## src/rtl/icache_dm.sv

```systemverilog
// Direct-mapped read-only instruction cache: combinational hit path, whole-line fill in word order.
// Optional hit/miss counters are built when ICACHE_STATS_EN is defined.
module icache_dm #(
    parameter int LINES = 16,
    parameter int WORDS = 4
) (
    input  logic        clk,
    input  logic        reset,
    input  logic [31:0] instradr,
    input  logic        instrreq,
    output logic [31:0] instr,
    output logic        hit,
    input  logic        abort,
    input  logic        flush,
    output logic [31:0] mem_adr,
    output logic        mem_req,
    input  logic [31:0] mem_data,
    input  logic        mem_val
`ifdef ICACHE_STATS_EN
    ,
    output logic [31:0] hitcnt,
    output logic [31:0] misscnt
`endif
);
    localparam int IDX  = $clog2(LINES);
    localparam int OFF  = $clog2(WORDS);
    localparam int TAGW = 32 - 2 - OFF - IDX;

    typedef enum logic {IDLE, FILL} state_t;

    state_t            state, state_nx;
    logic [LINES-1:0]  valid;
    logic [TAGW-1:0]   tags [LINES];
    logic [31:0]       data [LINES][WORDS];
    logic [TAGW-1:0]   ftag;
    logic [IDX-1:0]    fidx;
    logic [OFF-1:0]    wcnt;
    logic              start, done, cancel;

    logic [TAGW-1:0]   a_tag;
    logic [IDX-1:0]    a_idx;
    logic [OFF-1:0]    a_off;
    logic              unused_bits;

    assign a_tag       = instradr[31:2+OFF+IDX];
    assign a_idx       = instradr[2+OFF+IDX-1:2+OFF];
    assign a_off       = instradr[2+OFF-1:2];
    assign unused_bits = ^instradr[1:0];

    assign instr   = data[a_idx][a_off];
    assign mem_req = reset && (state == FILL);
    assign mem_adr = mem_req ? {ftag, fidx, wcnt, 2'b00} : 32'd0;
    // flush kills a fill exactly like abort does
    assign cancel  = abort || flush;

    always_comb begin
        state_nx = state;
        start    = 1'b0;
        done     = 1'b0;
        hit      = reset && instrreq && (state == IDLE) &&
                   valid[a_idx] && (tags[a_idx] == a_tag);
        unique case (state)
            IDLE: begin
                if (instrreq && !hit && !cancel) begin
                    start    = 1'b1;
                    state_nx = FILL;
                end
            end
            FILL: begin
                if (cancel) begin
                    state_nx = IDLE;
                end else if (mem_val && (wcnt == OFF'(WORDS - 1))) begin
                    done     = 1'b1;
                    state_nx = IDLE;
                end
            end
        endcase
    end

    always_ff @(posedge clk) begin
        if (!reset) begin
            state <= IDLE;
            valid <= '0;
            wcnt  <= '0;
            ftag  <= '0;
            fidx  <= '0;
        end else begin
            state <= state_nx;
            if (start) begin
                ftag         <= a_tag;
                fidx         <= a_idx;
                wcnt         <= '0;
                valid[a_idx] <= 1'b0;
            end else if (state == FILL) begin
                if (cancel)
                    wcnt <= '0;
                else if (mem_val)
                    wcnt <= wcnt + 1'b1;   // last word wraps to 0 as FSM exits
            end
            if (done)
                valid[fidx] <= 1'b1;
            if (flush)
                valid <= '0;
        end
    end

    // Array storage carries no reset; a line is only usable once its valid bit is set.
    always_ff @(posedge clk) begin
        if (reset && (state == FILL) && mem_val && !cancel)
            data[fidx][wcnt] <= mem_data;
        if (done)
            tags[fidx] <= ftag;
    end

`ifdef ICACHE_STATS_EN
    always_ff @(posedge clk) begin
        if (!reset) begin
            hitcnt  <= '0;
            misscnt <= '0;
        end else begin
            if (hit && (hitcnt != 32'hFFFF_FFFF))
                hitcnt <= hitcnt + 32'd1;
            if (start && (misscnt != 32'hFFFF_FFFF))
                misscnt <= misscnt + 32'd1;
        end
    end
`endif

endmodule
```

## config.mk

```make
export PLATFORM = sky130hd
export DESIGN_NAME = icache_dm
export DESIGN_NICKNAME = d
export VERILOG_FILES = /design/src/rtl/icache_dm.sv
export SDC_FILE = /design/constraint.sdc
export NUM_CORES = 2
export LEC_CHECK = 0
export CAP_MARGIN = 15
export CORE_ASPECT_RATIO = 1.1
export CORE_MARGIN = 5
export CORE_UTILIZATION = 25
export CTS_CLUSTER_DIAMETER = 80
export CTS_CLUSTER_SIZE = 28
export DETAILED_ROUTE_END_ITERATION = 7
export SYNTH_ARGS = -nofsm -noshare
export SYNTH_HDL_FRONTEND = slang
export SYNTH_SLANG_ARGS = --single-unit
```

## constraint.sdc

```tcl
create_clock -name clk -period 5.3 [get_ports clk]
set_input_delay 1.06 -clock clk [delete_from_list [all_inputs] [get_ports clk]]
set_output_delay 1.06 -clock clk [all_outputs]
set_load 0.05 [all_outputs]
```

# Word level (Yosys, flattened, before mapping)
# Memories as Yosys holds them, arrays and structs flattened.
# Cells that the tools add are included.
# op_classes
n_reduce_logical	20
eq_ne	2
bitwise_logic	7
n_addsub	1
order_cmp	7
n_mux	29
# op_table
cell	count
128-bit 2-to-1 mux	1
32-bit 2-to-1 mux	4
32-bit binary-select mux with 2-bit select	1
32-bit demux with 2-bit select	1
16-bit 2-to-1 mux	3
24-bit == test	1
16-bit bitwise AND	1
16-bit inverter	1
16-bit OR	1
1-bit logical AND	13
1-bit 2-to-1 mux	13
4-bit by 5-bit less-than comparator with 1-bit output (second input constant)	2
1-bit demux with 4-bit select	2
4-bit by 1-bit >= comparator with 1-bit output (second input constant)	2
3-bit >= comparator (second input constant)	2
2-bit inverter with 3-bit output	2
1-bit binary-select mux with 4-bit select	1
2-bit 2-to-1 mux	2
2-bit OR reduction	2
3-bit by 1-bit less-than comparator with 1-bit output (second input constant)	1
2-bit by 1-bit adder with 2-bit output (second input constant)	1
2-bit == test (second input constant)	1
1-bit logical NOT	2
1-bit inverter	2
4 further kinds	4
# word_totals
memories	2
register_bits	47
out_inout_bits	66
ram_bits	2432
word_cells	73
inputBits	70
# memory_table
memory	words	width	rd	rd_ports_with_merged_regs	wr	line	source
data	16	128	1	0	1	34	logic [31:0] data [LINES][WORDS];
tags	16	24	1	0	1	33	logic [TAGW-1:0] tags [LINES];

# Longest topological paths before layout
# depth
depth_word	13
ltp_mapped	14

# Least setup slack after synthesis
# OpenSTA, ideal clock, no wires.
# synth_path
path_type	input to output
from	in instradr[5]
to	out instr[0]
required_time_ns	4.240
path_buffers	7
setup_slack_ns	0.132
arrival_ns	4.108
stages	10
cell_sequence	buf_6 buf_4 buf_2 buf_2 buf_2 clkbuf_1 clkbuf_1 mux4_2 mux4_2 mux4_2
# synth_between
elab_chain_len	4
# synth_rtl
element	line	source
start: declaration	9	input logic [31:0] instradr,
memory read 16 x 128 bit	--	
32-bit binary-select mux with 2-bit select	50	assign instr = data[a_idx][a_off];
32-bit 2-to-1 mux (not written as such) (2 in series)	50	
end: declaration	11	output logic [31:0] instr,
# No other way between the ends. The select of a mux whose other input is x is not followed.

# Worst setup path in the final report
# layout_path
from	in instradr[4]
to	out hit
# layout_between
elab_chain_len	4
word_cells_on_any_way	6
classes_between	eq/ne (1); mux (2); reduce/logical (2); memory (1)
# layout_rtl
element	line	source
branches (longest 3 deep; another with memory read 16 x 24 bit)	--	
1-bit logical AND (*)	61	valid[a_idx] && (tags[a_idx] == a_tag);
end: declaration	12	output logic hit,
# Every way passes the cells marked *. The select of a mux whose other input is x is not followed.

==> Implementation_results.wiki <==
{| class="wikitable"
! Metric !! Value
|-
| Worst Setup Path Type || in -> out
|-
| Peak clock frequency supported by timing || 193 MHz
|-
| Die area || 394000 um^2
|-
| HPWL after detailed placement || 143000 um
|-
| Min-delay worst type || reg -> reg
|-
| Synth unique cells || 55
|-
| #FFs+latches synth || 2479
|-
| Reg-to-reg slack, setup || 1510 ps
|-
| Gp weighted congestion || 0.760
|-
| Max Buffers Root-to-Sink || 3
|-
| Initial standard-cell utilization of the core || 25.1%
|-
| Leading cell types by total area after synthesis || edfxtp_1 (77%), mux4_2 (18%), dfxtp_1 (0.99%), mux2i_1 (0.81%), clkbuf_1 (0.43%)
|-
| Share of synthesized area occupied by flip-flops and latches || 77.6%
|-
| Outcome || finished, final reports clean
|-
| Cell at the root of the clock tree || clkbuf_16
|-
| Clk_lat worst skew || 810 ps
|-
| Fin area || 109000 um^2
|-
| CTS tree || yes
|-
| Shortest period the worst path allows || 5170 ps
|-
| Core Area || 379000 um^2
|-
| Nature of the critical path endpoint || output port
|-
| Commonest non-fill, non-tap cells in the layout || edfxtp_1 (2432), mux4_2 (759), buf_4 (187)
|-
| Startpoint Class || input pin
|-
| Via count of the first global-routing pass || 44700
|-
| Clock Skews || 58.1 ps
|-
| Clock transition at path regs || 100 ps
|-
| Post-synth EDFFs || 2432
|-
| FP Rows || 237
|-
| Remaining antenna violation count || 0
|-
| Final core utilization || 28.7%
|-
| Violation count after the first detailed-routing iteration || 5942
|-
| Timing startpoint of the critical path || instradr[4]
|-
| Startpoint of the lowest-slack register-to-register path || tags[5][15]
|-
| Timing endpoint of the critical path || hit
|-
| Area grow syn2layout || 14.0%
|-
| Lkg Pwr || 32.7 nW
|-
| Post-detailed-route via-to-cell ratio || 4.73
|-
| Total routed wirelength || 250000 um
|-
| Worst-case setup margin in the final layout || 126 ps
|-
| Total routing usage reported by global routing || 12.4%
|-
| Area share of the largest cell type after synthesis || 76.6%
|-
| Count of synthesis-stage warnings from yosys || 0
|-
| Worst vdd rail ir drop || 0.000296 V
|-
| Count of max-cap constraint violations || 0
|-
| CTS sink count || 2479
|-
| PD cells || 308 nW/um^2
|-
| Number of design rule violations left after detail routing || 0
|-
| R2R cell count || 12
|-
| Maximum net fanout on the critical path || 35
|-
| Final clock period utilization by the worst path || 97.6%
|-
| Global-route wire length before repair || 350000 um
|-
| Crit path DAT || 4110 ps
|-
| I/O Buffers || 131
|-
| Setup Viol. Count Final || 0
|-
| Final net count || 4338
|-
| CTS HTree Levels || 3
|-
| Setup repair after global routing missed its margin || no
|-
| Drt first pass iters || 8
|-
| Transition time at the pin with the least slew margin || 1170 ps
|-
| Ys flop type || edfxtp_1
|-
| Horiz. Die Dim || 599 um
|-
| Standard cell area after detailed placement || 105000 um^2
|-
| Routed via count || 44200
|-
| Required time reported for the critical path endpoint || 4240 ps
|-
| GRT Residual Overflow || 0
|-
| DP Worst Slack || -68.0 ps
|-
| Commonest non-fill, non-tap cell in the layout || edfxtp_1
|-
| Share of final-layout standard cells stronger than drive strength 1 || 30.6%
|-
| Number of antenna violations at the first check in global routing || 40
|-
| Asr flop ratio synth || 0%
|-
| WHS || 481 ps
|-
| Top-level port count || 136
|-
| Height of the die || 658 um
|-
| Post-Syn Area || 95300 um^2
|-
| Synthesized instance count || 3983
|-
| Post-Syn Area per Cell || 23.9 um^2
|-
| Max-slew violation count || 0
|-
| Maximum number of pins on one net before global-route repair || 65
|-
| Number of endpoints with negative hold slack in the final report || 0
|-
| Clock buffers created by TritonCTS || 105
|-
| Post-synth top area cell || edfxtp_1
|-
| Final routed wire length divided by cell count || 26.8 um
|-
| Headroom to the max-slew limit || 22.1%
|-
| Capture point of the worst reg-to-reg path || fidx[2]
|}
[routing by layer]
layer / global-route usage [%] / part of all wire (%) / vias up
li1: - / - / 17500
met1: 17.3 / 41 / 24600
met2: 20.3 / 48 / 1787
met3: 2.16 / 7.7 / 311
met4: 2.87 / 2.5 / 2
met5: 0 / 0.0080 / -
[critical path, stage by stage]
cell,delay (ps)
buf_8,390
buf_4,260
mux4_2,560
a32oi_1,240
o311ai_1,170
o41ai_2,540
buf_4,190
nand4_1,140
nor4_4,150
buf_4,210
buf_12,150
[cell families after synthesis]
kind of cell    Yosys count  synth area share (%)
compound gates           89                 0.626
xor+xnor                 27                 0.248
fa+ha+maj                 4                0.0525
buf+inv                 241                  1.14
flops                  2479                  77.6
mux                     849                  18.9
other cells               1               0.00393
simple gates            293                  1.43
[power by group]
| part | internal (mW) | switching, mW | leakage, nW |
|---|---|---|---|
| registers | 21.5 | 0.0328 | 22.7 |
| clock network | 3.92 | 5.95 | 1.52 |
| logic | 0.906 | 1.18 | 8.44 |
| total | 26.3 | 7.16 | 32.7 |
[worst min path at each step]
stage | start | end | depth (start not counted)
finish | valid[8] | valid[8] | 2
global route | valid[4] | valid[4] | 2
CTS | valid[8] | valid[8] | 2
global placement | valid[6] | valid[6] | 2
floorplan | valid[6] | valid[6] | 2
detailed placement | valid[8] | valid[8] | 2
[cell usage after synthesis, types with 13 or more instances]
cell and n:
edfxtp_1 2432, mux4_2 759, clkbuf_1 110, nand2_1 103, nor2_1 88, mux2i_1 77
buf_2 68, dfxtp_1 47, and3_1 31, inv_1 24, a21oi_1 20, buf_1 20
and2_1 16, nand3_1 16, o21ai_0 15, xnor2_1 15, mux2_2 13, o22ai_1 13
[registers in the layout, indices dropped and copies added (netlist names)]
register  count
data       2048
fidx          4
ftag         24
state         1
tags        384
valid        16
wcnt          2
[per-stage QoR]
stage	setup TNS [ps]	power, mW	instances
after CTS	0	33.7	9316
final	0	33.5	9334
after detailed placement	-68.0	24.1	9175
after floorplan	0	23.1	3984
after global routing	0	34.6	9330
after global placement	-144	24.0	9175
[layout make-up]
| cell class | instances | area (um^2) |
|---|---|---|
| repair buffers | 389 | 4350 |
| clock buffers | 118 | 2740 |
| well taps | 5019 | 6280 |
| inverters | 25 | 101 |
| clock inverters | 23 | 412 |
| diodes | 17 | 42.5 |
| fillers | 36500 | 271000 |
| flip-flops and latches | 2479 | 74000 |
| multi-input cells | 1264 | 20800 |
[what timing repair did]
item,CTS,global route
setup buffers,0,0
resized for setup,2,0
hold buffers,0,0
endpoints found under the setup margin,1,0
No activity file was read; power rests on OpenSTA's default activity.
